[src/rtl/srt_div2_ctrl.sv]
// Sequencing controller for a radix-2 SRT divider: latches operands, steps ITER
// digit cycles, assembles the quotient on the fly and applies the final sign fix.
module srt_div2_ctrl #(
  parameter int WIDTH = 8,
  parameter int RW    = WIDTH + 2,
  parameter int ITER  = WIDTH
) (
  input  logic             Clk,
  input  logic             Reset_n,
  input  logic             Start,
  input  logic [WIDTH-1:0] NIn,
  input  logic [WIDTH-1:0] DIn,
  input  logic [RW-1:0]    w,
  input  logic [1:0]       q,
  output logic [WIDTH-1:0] N,
  output logic [WIDTH-1:0] D,
  output logic             state0,
  output logic             Ready,
  output logic             Busy,
  output logic             Done,
  output logic [ITER-1:0]  Quotient,
  output logic [RW-1:0]    Resid,
  output logic             Neg,
  output logic             Err
);

  localparam int CW = (ITER > 1) ? $clog2(ITER) : 1;

  typedef enum logic [2:0] {S_IDLE, S_LOAD, S_ITER, S_FIX, S_DONE} state_t;

  state_t           state_q, state_d;
  logic [WIDTH-1:0] n_q, d_q;
  logic [ITER-1:0]  q_q, qm_q, quo_q;
  logic [CW-1:0]    cnt_q;
  logic [RW-1:0]    resid_q;
  logic             neg_q, err_q;

  // State register
  always_ff @(posedge Clk or negedge Reset_n) begin
    if (!Reset_n) state_q <= S_IDLE;
    else          state_q <= state_d;
  end

  // Next state
  always_comb begin
    state_d = state_q;
    case (state_q)
      S_IDLE: if (Start) state_d = (DIn == '0) ? S_DONE : S_LOAD;
      S_LOAD: state_d = S_ITER;
      S_ITER: if (cnt_q == CW'(ITER - 1)) state_d = S_FIX;
      S_FIX:  state_d = S_DONE;
      S_DONE: state_d = S_IDLE;
      default: state_d = S_IDLE;
    endcase
  end

  // Outputs decoded from state only
  always_comb begin
    Ready  = 1'b0;
    Busy   = 1'b0;
    Done   = 1'b0;
    state0 = 1'b1;
    case (state_q)
      S_IDLE: Ready = 1'b1;
      S_LOAD: Busy  = 1'b1;
      S_ITER: begin Busy = 1'b1; state0 = 1'b0; end
      S_FIX:  Busy  = 1'b1;
      S_DONE: Done  = 1'b1;
      default: ;
    endcase
  end

  // Operand latch, on-the-fly conversion and result registers.
  // QM tracks Q-1 so a negative final residual selects it with no carry chain.
  always_ff @(posedge Clk or negedge Reset_n) begin
    if (!Reset_n) begin
      n_q     <= '0;
      d_q     <= '0;
      q_q     <= '0;
      qm_q    <= '1;
      cnt_q   <= '0;
      quo_q   <= '0;
      resid_q <= '0;
      neg_q   <= 1'b0;
      err_q   <= 1'b0;
    end else begin
      case (state_q)
        S_IDLE: if (Start) begin
          n_q <= NIn;
          d_q <= DIn;
          if (DIn == '0) begin
            quo_q   <= '0;
            resid_q <= '0;
            neg_q   <= 1'b0;
            err_q   <= 1'b1;
          end else begin
            q_q   <= '0;
            qm_q  <= '1;
            cnt_q <= '0;
            err_q <= 1'b0;
          end
        end
        S_ITER: begin
          cnt_q <= cnt_q + CW'(1);
          case (q)
            2'b10: begin
              q_q  <= {q_q[ITER-2:0], 1'b1};
              qm_q <= {q_q[ITER-2:0], 1'b0};
            end
            2'b01: begin
              q_q  <= {qm_q[ITER-2:0], 1'b1};
              qm_q <= {qm_q[ITER-2:0], 1'b0};
            end
            default: begin
              // 2'b11 is illegal: counted as a zero digit and flagged
              q_q  <= {q_q[ITER-2:0], 1'b0};
              qm_q <= {qm_q[ITER-2:0], 1'b1};
              if (q == 2'b11) err_q <= 1'b1;
            end
          endcase
        end
        S_FIX: begin
          resid_q <= w;
          neg_q   <= w[RW-1];
          quo_q   <= w[RW-1] ? qm_q : q_q;
        end
        default: ;
      endcase
    end
  end

  assign N        = n_q;
  assign D        = d_q;
  assign Quotient = quo_q;
  assign Resid    = resid_q;
  assign Neg      = neg_q;
  assign Err      = err_q;

endmodule

[config.mk]
export PLATFORM = sky130hd
export DESIGN_NAME = srt_div2_ctrl
export DESIGN_NICKNAME = d
export VERILOG_FILES = /design/src/rtl/srt_div2_ctrl.sv
export SDC_FILE = /design/constraint.sdc
export NUM_CORES = 1
export LEC_CHECK = 0
export CAP_MARGIN = 20
export CORE_MARGIN = 2
export CORE_UTILIZATION = 45
export CTS_BUF_LIST = sky130_fd_sc_hd__clkbuf_8
export CTS_CLUSTER_DIAMETER = 30
export DETAILED_ROUTE_END_ITERATION = 8
export GPL_TIMING_DRIVEN = 0
export HOLD_SLACK_MARGIN = 0.1
export MAX_ROUTING_LAYER = met4
export PLACE_DENSITY = 0.79
export RECOVER_POWER = 50
export SYNTH_ARGS = -nofsm -noshare
export SYNTH_HDL_FRONTEND = slang
export SYNTH_SLANG_ARGS = --single-unit
[constraint.sdc]
create_clock -name Clk -period 2.2 [get_ports Clk]
set_input_delay 0.22 -clock Clk [delete_from_list [all_inputs] [get_ports Clk]]
set_output_delay 0.22 -clock Clk [all_outputs]
set_load 0.05 [all_outputs]
==> results.sh, run 1 <==
export IMPL_run_status="finished with violations"
export IMPL_failed_checks="capacitance limit, slew limit"
export IMPL_layout_core_utilization_pct=62.6
export IMPL_grt_ovfl_total=0
export IMPL_max_cap_violations=1
export IMPL_ff2ff_setup_slack_ns=0.22
export IMPL_core_area_um2=5850
export IMPL_cts_sink_count=57
export IMPL_synth_top_flop_cell="dfrtp_1"
export IMPL_clk_tree_root_cell="clkbuf_8"
export IMPL_dieArea_um2=6620
export IMPL_rsz0062_at_grt="false"
export IMPL_io_buffers=69
export IMPL_worst_slew_pin_slew_ns=1.59
export IMPL_timing_critical_path_to_type="output pin"
export IMPL_timing_critical_path_cells="clkbuf_1, nor2_1, and2_1, dlygate4sd2_1"
export IMPL_power_density_nw_per_um2=1710
export IMPL_vias_per_cell=5.38
export IMPL_wire_per_inst_um=15.9
export IMPL_cp_arrival_ns=1.86
export IMPL_min_delay_start="D[2]$_DFFE_PN0P_"
export IMPL_yosysWarningCount=0
export IMPL_post_synth_cell_area_avg_um2=12.0
export IMPL_drt_drc_violations_left=0
export IMPL_synth_top_cells_by_area="dfrtp_1 (46%), dfstp_2 (7.8%), nand2b_1 (4.2%), mux2_2 (3.8%), a22o_1 (3.6%)"
export IMPL_path_type_of_the_worst_setup_path="register to output pin"
export IMPL_ir_worst_vdd_uv=1120
export IMPL_grt_max_degree=31
export IMPL_post_synthesis_net_count=261
export IMPL_timing_final_max_slew_violations=28
export IMPL_cpLargestDelayFamily="buffers and inverters"
export IMPL_drt_first_pass_iters=4
export IMPL_worstPathBufferInverterCount=2
export IMPL_total_power_draw_uw=6270
export IMPL_cpPeakStageDelay_ns=0.53
export IMPL_synth_cell_type_count=42
export IMPL_area_delta_synth_final_pct=35.9
export IMPL_design_final_nets=343
export IMPL_hold_path_endpoint="D[2]$_DFFE_PN0P_"
export IMPL_cts_htree_levels=3
export IMPL_hpwl_um=4430
export IMPL_post_synth_instance_area_um2=2690
export IMPL_globalplace_congestion=0.850
export IMPL_die_h_um=81.4
export IMPL_yosysSeqAreaShare_pct=53.3
export IMPL_clock_latency_ns=0.33
export IMPL_synthDominantCellAreaShare_pct=45.5
export IMPL_grt_antenna_before_repair=0
export IMPL_antennaDiodeCount=0
export IMPL_hold_depth=1
export IMPL_synth_top_cells_by_count="dfrtp_1 (49), nand2b_1 (18), a21oi_1 (16)"
export IMPL_period_minus_slack_ns=2.08
export IMPL_postRouteWirelength_um=6140
export IMPL_synth_enable_flop_cells=0
export IMPL_critical_path_slowest_cell="dlygate4sd2_1"
export IMPL_path_max_fanout=10
export IMPL_fmax_mhz=481
export IMPL_finalClockSkew_ns=0.00554
export IMPL_vias=2083
export IMPL_hold_path_class="register to register"
export IMPL_max_root_sink_buffers=2
export IMPL_asyncSetResetFlopFracSynth_pct=100
export IMPL_leakagePower_uw=0.00157
export IMPL_yosysMostFrequentCell="dfrtp_1"
export IMPL_timing_reg2reg_worst_path_depth=5
export IMPL_post_route_period_util_pct=94.5
export IMPL_rows=28
export IMPL_gr_usage_all_layers_pct=21.6
export IMPL_cts_buffer_count=9
export IMPL_initial_standard_cell_utilization_of_the_core_pct=46.0
export IMPL_timing_final_hold_violations=0
export IMPL_num_io_pins=71
export IMPL_path_clk_slew_ns=0.07
export IMPL_grt_first_pass_wirelength_um=10500
export IMPL_worst_setup_path_start_kind="register"
export IMPL_tritoncts="yes"
export IMPL_setup_violations_final=0
export IMPL_drt_initial_drc_count=117
export IMPL_worst_r2r_endpoint="N[7]$_DFFE_PN0P_"
export IMPL_ys_seq_elements=57
export IMPL_first_global_vias=2144
export IMPL_maxSlewHeadroom_pct=-6.06
export IMPL_drive_above_1_share_pct=15.4
export IMPL_drtAntennaViolNets=0
export IMPL_post_cts_buffers=0
export IMPL_critical_path_data_required_time_ns=1.98
export IMPL_yosysTopAreaCell="dfrtp_1"
export IMPL_r2r_start="state_q[2]$_DFFE_PN0P_"
export IMPL_die_w_um=81.4
export IMPL_netlist_instances=225
==> worst max-delay path by stage <==
| stage | start | to | slack, ns | cells after the start |
|---|---|---|---|---|
| finish | state_q[1]$_DFFE_PN0P_ | Done | 0.12 | 4 |
| global placement | Reset_n | cnt_q[1]$_DFFE_PN0P_ | -0.86 | 1 |
| floorplan | state_q[0]$_DFFE_PN0P_ | Ready | 0.51 | 3 |
| global route | state_q[1]$_DFFE_PN0P_ | Done | 0.05 | 4 |
| detailed placement | state_q[0]$_DFFE_PN0P_ | state0 | 0.11 | 5 |
| CTS | state_q[0]$_DFFE_PN0P_ | state0 | 0.03 | 5 |
==> worst reg2reg max path: cells and delay by family (launching register included) <==
family	cells	cell delay [ns]
buffers and inverters	3	0.87
AND/OR/NAND/NOR	1	0.29
multiplexers	1	0.33
flip-flops	1	0.37
==> cell usage in the layout (no fill, tap or decap), types with 9 or more instances in the layout <==
cell	Yosys	layout
clkbuf_8	0	12
a21oi_1	16	16
dfrtp_1	49	49
nor2_1	13	13
mux2_2	9	9
clkdlybuf4s50_1	0	64
a22o_1	11	11
nand2b_1	18	18
==> kinds of logic after synthesis <==
kind of cell / share of synthesized area (%)
buffers and inverters: 3.95
multiplexers: 9.66
adder cells (fa/ha/maj): 2.32
AND/OR/NAND/NOR: 12.8
AO/OA/AOI/OAI: 17.6
XOR/XNOR: 0.325
flip-flops: 53.3
==> repair_timing <==
action / CTS / global route
hold buffers: 1 / 0
cloned: 0 / 0
resized for setup: 4 / 4
setup endpoints to repair: 4 / 2
hold endpoints to repair: 27 / 0
==> layout make-up <==
cell class	count	area (um^2)
Fill cell	464	2190
Sequential cell	57	1440
Multi-Input combinational cell	150	1130
Timing Repair Buffer	71	702
Clock buffer	12	165
Tap cell	75	93.8
Buffer	14	77.6
Clock inverter	4	42.5
Inverter	4	15.0
==> stage by stage <==
| step | worst slack [ns] | instances | instance area [um^2] | TNS [ns] | hold slack (ns) |
|---|---|---|---|---|---|
| after global routing | 0.0462 | 387 | 3660 | 0 | 0.490 |
| after detailed placement | 0.113 | 370 | 3490 | 0 | 0.286 |
| after global placement | -0.858 | 369 | 3480 | -43.81 | 0.468 |
| after floorplan | 0.506 | 225 | 2690 | 0 | -0.0756 |
| final | 0.121 | 387 | 3660 | 0 | 0.484 |
| after CTS | 0.0311 | 387 | 3710 | 0 | 0.471 |
==> routing by layer <==
metal / track usage, % / up-vias / wire [um]
li1: - / 998 / -
met5: - / - / 0
met3: 6.33 / 2 / 295
met4: 6.78 / 0 / 19
met1: 27.3 / 1034 / 2870
met2: 33.5 / 49 / 2950
==> sequential cells by signal, indices dropped and copies added, names as in the netlist <==
register	count
N	8
cnt_q	3
q_q	8
Resid	10
Quotient	8
qm_q	8
D	8
state_q	3
Err	1
==> where the power goes <==
| part | internal (uW) | total [uW] | switching [uW] | leakage (uW) |
|---|---|---|---|---|
| registers | 1560 | 1880 | 315 | 0.000693 |
| logic | 1250 | 3380 | 2130 | 0.000767 |
| clock network | 606 | 1010 | 407 | 0.000115 |
| total | 3420 | 6270 | 2850 | 0.00157 |
Note: power is estimated with default switching activity, not from simulation.
==> run 2, diff against run 1 <==
- MAX_ROUTING_LAYER: met4 -> unset
==> run 2 against run 1 <==
The flow still finishes with violations (capacitance limit, slew limit). First-iteration DRC count fell by 9.4%. Die area unchanged. Via count rose by 0.29%. Worst hold slack hardly changed. Register-to-register slack about the same. Highest routed layer unchanged. Flip-flop and latch count unchanged. Maximum frequency down 0.21%. Clock skew decreased by 0.00054 ns. Cell count did not move. Non-clock buffer count unchanged.
==> results.sh, run 2 (synthesized netlist as in run 1, its figures left out) <==
export IMPL_run_status="finished with violations"
export IMPL_failed_checks="capacitance limit, slew limit"
export IMPL_max_root_sink_buffers=2
export IMPL_post_dp_cell_area_um2=3490
export IMPL_initial_standard_cell_utilization_of_the_core_pct=46.0
export IMPL_area_delta_synth_final_pct=35.9
export IMPL_postRouteWirelength_um=6150
export IMPL_internal_power_uw=3420
export IMPL_layout_commonest_cell="clkdlybuf4s50_1"
export IMPL_finalClockSkew_ns=0.00500
export IMPL_place_detailed_instances=370
export IMPL_core_area_um2=5850
export IMPL_post_route_period_util_pct=94.7
export IMPL_max_cap_violations=1
export IMPL_die_w_um=81.4
export IMPL_maxSlewHeadroom_pct=-6.20
export IMPL_power_share_sequential_pct=30.0
export IMPL_power_share_combinational_pct=53.9
export IMPL_gr_usage_all_layers_pct=20.9
export IMPL_timing_final_hold_violations=0
export IMPL_ff2ff_setup_slack_ns=0.22
export IMPL_cp_arrival_ns=1.86
export IMPL_antennaDiodeCount=0
export IMPL_vias_per_cell=5.40
export IMPL_drtAntennaViolNets=0
export IMPL_period_minus_slack_ns=2.08
export IMPL_grt_first_pass_wirelength_um=10500
export IMPL_max_reg_flops=10
export IMPL_leading_cell_types_in_the_layout_fill_and_taps_excluded="clkdlybuf4s50_1 (64), dfrtp_1 (49), nand2b_1 (18)"
export IMPL_globalplace_congestion=0.837
export IMPL_post_route_cell_area_um2=3660
export IMPL_power_share_clock_pct=16.2
export IMPL_die_h_um=81.4
export IMPL_power_density_nw_per_um2=1710
export IMPL_cts_sink_count=57
export IMPL_rsz0062_at_grt="false"
export IMPL_path_max_fanout=10
export IMPL_cell_count_final_fillers_out=387
export IMPL_fillCellCount=464
export IMPL_setup_violations_final=0
export IMPL_ir_worst_vdd_uv=1120
export IMPL_tritoncts="yes"
export IMPL_power_switching_fraction_pct=45.5
export IMPL_hold_path_class="register to register"
export IMPL_drt_drc_violations_left=0
export IMPL_first_global_vias=2152
export IMPL_drt_first_pass_iters=4
export IMPL_timing_critical_path_to_type="output pin"
export IMPL_grt_ovfl_total=0
export IMPL_dieArea_um2=6620
export IMPL_path_clk_slew_ns=0.07
export IMPL_clock_latency_ns=0.33
export IMPL_num_io_pins=71
export IMPL_worst_setup_path_start_kind="register"
export IMPL_finalSetupTns_ns=0
export IMPL_p_switching_uw=2850
export IMPL_cts_htree_levels=3
export IMPL_fmax_mhz=480
export IMPL_wire_per_inst_um=15.9
export IMPL_timing_final_ws_setup_ns=0.117
export IMPL_grt_antenna_before_repair=0
export IMPL_post_cts_buffers=0
export IMPL_path_type_of_the_worst_setup_path="register to output pin"
export IMPL_cts_buffer_count=9
export IMPL_timing_final_max_slew_violations=28
export IMPL_leakagePower_uw=0.00157
export IMPL_critical_path_data_required_time_ns=1.98
export IMPL_rows=28
export IMPL_vias=2089
export IMPL_place_ws_ns=0.113
export IMPL_worst_slew_pin_slew_ns=1.59
export IMPL_hpwl_um=4430
export IMPL_io_buffers=69
export IMPL_grt_max_degree=31
export IMPL_drt_initial_drc_count=106
export IMPL_clk_tree_root_cell="clkbuf_8"
export IMPL_drive_above_1_share_pct=15.4
export IMPL_design_final_nets=343
[run 2: layer usage]
| layer | GRT usage [%] | share of wire, % |
|---|---|---|
| met1 | 27.0 | 46 |
| met2 | 33.4 | 48 |
| met3 | 6.56 | 4.9 |
| met4 | 6.78 | 0.67 |
| met5 | 0 | 0 |
[run 2: cell type report]
type | count | area (um^2) | area share [%]
well taps | 75 | 93.8 | 2.56
clock buffers | 12 | 165 | 4.51
plain buffers | 14 | 77.6 | 2.12
flip-flops and latches | 57 | 1440 | 39.2
multi-input cells | 150 | 1130 | 30.9
repair buffers | 71 | 702 | 19.2
inverters | 4 | 15.0 | 0.410
clock inverters | 4 | 42.5 | 1.16
[run 2: power groups by stage]
stage / Sequential [uW] / Combinational [uW] / Clock (uW)
2_1_floorplan: 2910 / 1310 / 0
3_3_place_gp: 1870 / 3400 / 0
3_5_place_dp: 1890 / 3460 / 0
4_1_cts: 1870 / 3440 / 1030
5_1_grt: 1940 / 3600 / 1080
6_report: 1880 / 3380 / 1010
[run 2: critical path: stages, from the launching register on]
cell	delay, ns
dfrtp_1	0.43
clkbuf_1	0.24
nor2_1	0.19
and2_1	0.14
dlygate4sd2_1	0.53
[run 2: metrics by stage]
step | total power (uW) | util [%] | hold WS [ns]
floorplan | 4220 | - | -0.0756
global placement | 5260 | 59.5 | 0.468
detailed placement | 5340 | 59.7 | 0.286
CTS | 6340 | 63.3 | 0.471
global route | 6630 | 62.6 | 0.493
finish | 6270 | 62.6 | 0.484
[run 2: final timing paths]
kind	from	to	cells after the start
setup / recovery	state_q[1]$_DFFE_PN0P_	Done	4
setup reg to reg	state_q[2]$_DFFE_PN0P_	N[7]$_DFFE_PN0P_	5
hold / removal	D[2]$_DFFE_PN0P_	D[2]$_DFFE_PN0P_	1
max in group asynchronous	Reset_n	qm_q[1]$_DFFE_PN1P_	3
min in group asynchronous	Reset_n	Resid[7]$_DFFE_PN0P_	2
hold reg to reg	D[2]$_DFFE_PN0P_	D[2]$_DFFE_PN0P_	1
[run 2: what timing repair did]
action,in CTS,in global routing
cloned,0,0
endpoints found under the hold margin,27,0
endpoints found under the setup margin,4,2
gates resized for setup,4,4
hold buffers,1,0
==> run 3, diff against run 2 <==
- ABC_AREA: unset -> 1
- clock period: 2.2 -> 2.4 ns (I/O delays scaled with it)
==> run 3 against run 2 <==
Critical path depth increased by 1. Global-route usage is 0.29 points lower. Die area is 0.92% higher. The run now ends clean. Final area up 1.4%. Clock skew increased by 0.0031 ns. Highest routed layer unchanged. Clock-buffer cell count is 1 lower.
==> results.sh, run 3 <==
export IMPL_period_minus_slack_ns=2.20
export IMPL_tritoncts="yes"
export IMPL_worstPathBufferInverterCount=3
export IMPL_cp_arrival_ns=1.96
export IMPL_initial_standard_cell_utilization_of_the_core_pct=46.2
export IMPL_cts_sink_count=57
export IMPL_design_final_nets=451
export IMPL_ys_seq_elements=57
export IMPL_timing_critical_path_to_type="output pin"
export IMPL_power_density_nw_per_um2=1650
export IMPL_power_share_combinational_pct=54.6
export IMPL_drive_above_1_share_pct=9.05
export IMPL_first_global_vias=2369
export IMPL_max_root_sink_buffers=2
export IMPL_synth_enable_flop_cells=0
export IMPL_grt_first_pass_wirelength_um=10500
export IMPL_grt_ovfl_total=0
export IMPL_worst_r2r_endpoint="Quotient[1]$_DFFE_PN0P_"
export IMPL_post_synth_instance_area_um2=2720
export IMPL_ff2ff_setup_slack_ns=0.39
export IMPL_rsz0062_at_grt="false"
export IMPL_power_share_sequential_pct=28.9
export IMPL_antennaDiodeCount=0
export IMPL_place_ws_ns=0.0792
export IMPL_clk_tree_root_cell="clkbuf_8"
export IMPL_yosysMostFrequentCell="nand2_1"
export IMPL_rows=28
export IMPL_post_dp_cell_area_um2=3510
export IMPL_hold_path_endpoint="D[2]$_DFFE_PN0P_"
export IMPL_cts_buffer_count=9
export IMPL_area_delta_synth_final_pct=36.5
export IMPL_gr_usage_all_layers_pct=20.7
export IMPL_hpwl_um=4570
export IMPL_cell_count_final_fillers_out=495
export IMPL_path_type_of_the_worst_setup_path="register to output pin"
export IMPL_synthDominantCellAreaShare_pct=45.1
export IMPL_clock_latency_ns=0.33
export IMPL_cpLargestDelayFamily="buffers and inverters"
export IMPL_grt_antenna_before_repair=0
export IMPL_timing_final_max_slew_violations=0
export IMPL_worst_slew_pin_slew_ns=1.36
export IMPL_setup_violations_final=0
export IMPL_fmax_mhz=454
export IMPL_die_h_um=81.7
export IMPL_timing_critical_path_cells="nor2_1, nand2_1, inv_2, buf_1, clkbuf_2"
export IMPL_post_cts_buffers=0
export IMPL_vias_per_cell=4.95
export IMPL_yosysTopAreaCell="dfrtp_1"
export IMPL_timing_final_ws_setup_ns=0.199
export IMPL_power_share_clock_pct=16.5
export IMPL_max_cap_violations=0
export IMPL_ir_worst_vdd_uv=1010
export IMPL_timing_final_hold_violations=0
export IMPL_wire_per_inst_um=12.5
export IMPL_run_status="complete, no violations"
export IMPL_drt_drc_violations_left=0
export IMPL_core_area_um2=5890
export IMPL_post_route_cell_area_um2=3710
export IMPL_netlist_instances=334
export IMPL_die_w_um=81.7
export IMPL_post_synthesis_net_count=370
export IMPL_post_route_period_util_pct=91.7
export IMPL_synth_top_flop_cell="dfrtp_1"
export IMPL_post_synth_cell_area_avg_um2=8.14
export IMPL_maxSlewHeadroom_pct=9.67
export IMPL_leading_cell_types_in_the_layout_fill_and_taps_excluded="nand2_1 (174), clkdlybuf4s50_1 (66), dfrtp_1 (49)"
export IMPL_finalClockSkew_ns=0.00808
export IMPL_drt_first_pass_iters=4
export IMPL_drtAntennaViolNets=0
export IMPL_synth_cell_type_count=27
export IMPL_grt_max_degree=35
export IMPL_power_switching_fraction_pct=47.8
export IMPL_asyncSetResetFlopFracSynth_pct=100
export IMPL_min_delay_start="Start"
export IMPL_layout_core_utilization_pct=63.1
export IMPL_p_switching_uw=2930
export IMPL_crit_cells=5
export IMPL_critical_path_slowest_cell="dfrtp_1"
export IMPL_cpPeakStageDelay_ns=0.42
export IMPL_path_max_fanout=10
export IMPL_vias=2451
export IMPL_finalSetupTns_ns=0
export IMPL_internal_power_uw=3200
export IMPL_leakagePower_uw=0.00188
export IMPL_dieArea_um2=6680
export IMPL_worst_setup_path_start_kind="register"
export IMPL_postRouteWirelength_um=6200
export IMPL_r2r_start="state_q[1]$_DFFE_PN0P_"
export IMPL_hold_path_class="input port to register"
export IMPL_place_detailed_instances=478
export IMPL_io_buffers=68
export IMPL_max_reg_flops=10
export IMPL_yosysWarningCount=0
export IMPL_synth_top_cells_by_count="nand2_1 (172), dfrtp_1 (49), nand3_1 (24)"
export IMPL_cts_htree_levels=3
export IMPL_drt_initial_drc_count=136
export IMPL_yosysSeqAreaShare_pct=52.8
export IMPL_hold_depth=3
export IMPL_num_io_pins=71
export IMPL_globalplace_congestion=0.858
export IMPL_synth_top_cells_by_area="dfrtp_1 (45%), nand2_1 (24%), dfstp_2 (7.7%), nand3_1 (4.4%), o211ai_1 (4.1%)"
export IMPL_fillCellCount=498
export IMPL_layout_commonest_cell="nand2_1"
export IMPL_critical_path_data_required_time_ns=2.16
export IMPL_timing_reg2reg_worst_path_depth=8
export IMPL_path_clk_slew_ns=0.07
[run 3: changes by cell type after synthesis, sizes merged, moves of 11 or more]
cell,previous run,this run
nand2,8,175
nand2b,18,0
nand3,8,25
a21oi,16,0
mux2,16,0
o211ai,1,15
inv,4,16
a22o,11,0
[run 3: worst reg2reg max path, stage by stage, from the launching register on]
cell	delay (ns)
dfrtp_1	0.41
nor2_1	0.09
nand2_1	0.13
or2_0	0.22
clkbuf_1	0.36
nand2_1	0.34
buf_8	0.24
nand2_1	0.06
nand2_1	0.05
[run 3: cells by family after synthesis]
| family | synth area share (%) |
|---|---|
| simple gates | 33.9 |
| flops | 52.8 |
| buf+inv | 6.16 |
| compound gates | 4.78 |
| fa+ha+maj | 2.30 |
[run 3: stage by stage]
step | hold WS (ns) | power [uW]
final | 0.296 | 6130
after global routing | 0.324 | 6550
after CTS | 0.283 | 6220
after detailed placement | 0.261 | 5180
after global placement | 0.454 | 5090
after floorplan | -0.0556 | 4100
[run 3: metal layers]
layer  share of wire [%]  track usage, %  vias up
met5                   0               0        -
met4                 1.7            9.67        0
met3                 4.5            6.26       10
met2                  50            34.9       60
met1                  44            24.0     1157
li1                    -               -     1224
[run 3: final cells by class]
type                       count  area [um^2]  area share [%]
sequential                    57         1440            38.7
inverter                      17         63.8            1.72
multi-input combinational    244         1100            29.6
clock buffer                  11          151            4.08
buffer                        16         88.8            2.39
clock inverter                 5         78.8            2.12
timing repair buffer          70          699            18.8
tap                           75         93.8            2.53
[run 3: power groups by stage]
stage | registers (uW) | logic [uW] | clock network (uW)
2_1_floorplan | 2700 | 1400 | 0
3_3_place_gp | 1760 | 3330 | 0
3_5_place_dp | 1780 | 3410 | 0
4_1_cts | 1770 | 3410 | 1040
5_1_grt | 1820 | 3640 | 1090
6_report | 1770 | 3350 | 1010
[run 3: worst max path at each step]
stage	from	to	slack (ns)
finish	state_q[1]$_DFFE_PN0P_	Ready	0.20
global route	state_q[1]$_DFFE_PN0P_	Ready	0.08
CTS	state_q[1]$_DFFE_PN0P_	Ready	0.01
detailed placement	state_q[1]$_DFFE_PN0P_	Ready	0.08
global placement	Reset_n	Quotient[3]$_DFFE_PN0P_	-0.61
floorplan	state_q[0]$_DFFE_PN0P_	Done	0.65
[run 3: repair_timing]
item | in CTS | in global routing
endpoints found under the setup margin | 1 | 1
gates cloned | 0 | 0
resized for setup | 1 | 2
hold endpoints to repair | 16 | 0
hold buffers | 1 | 0
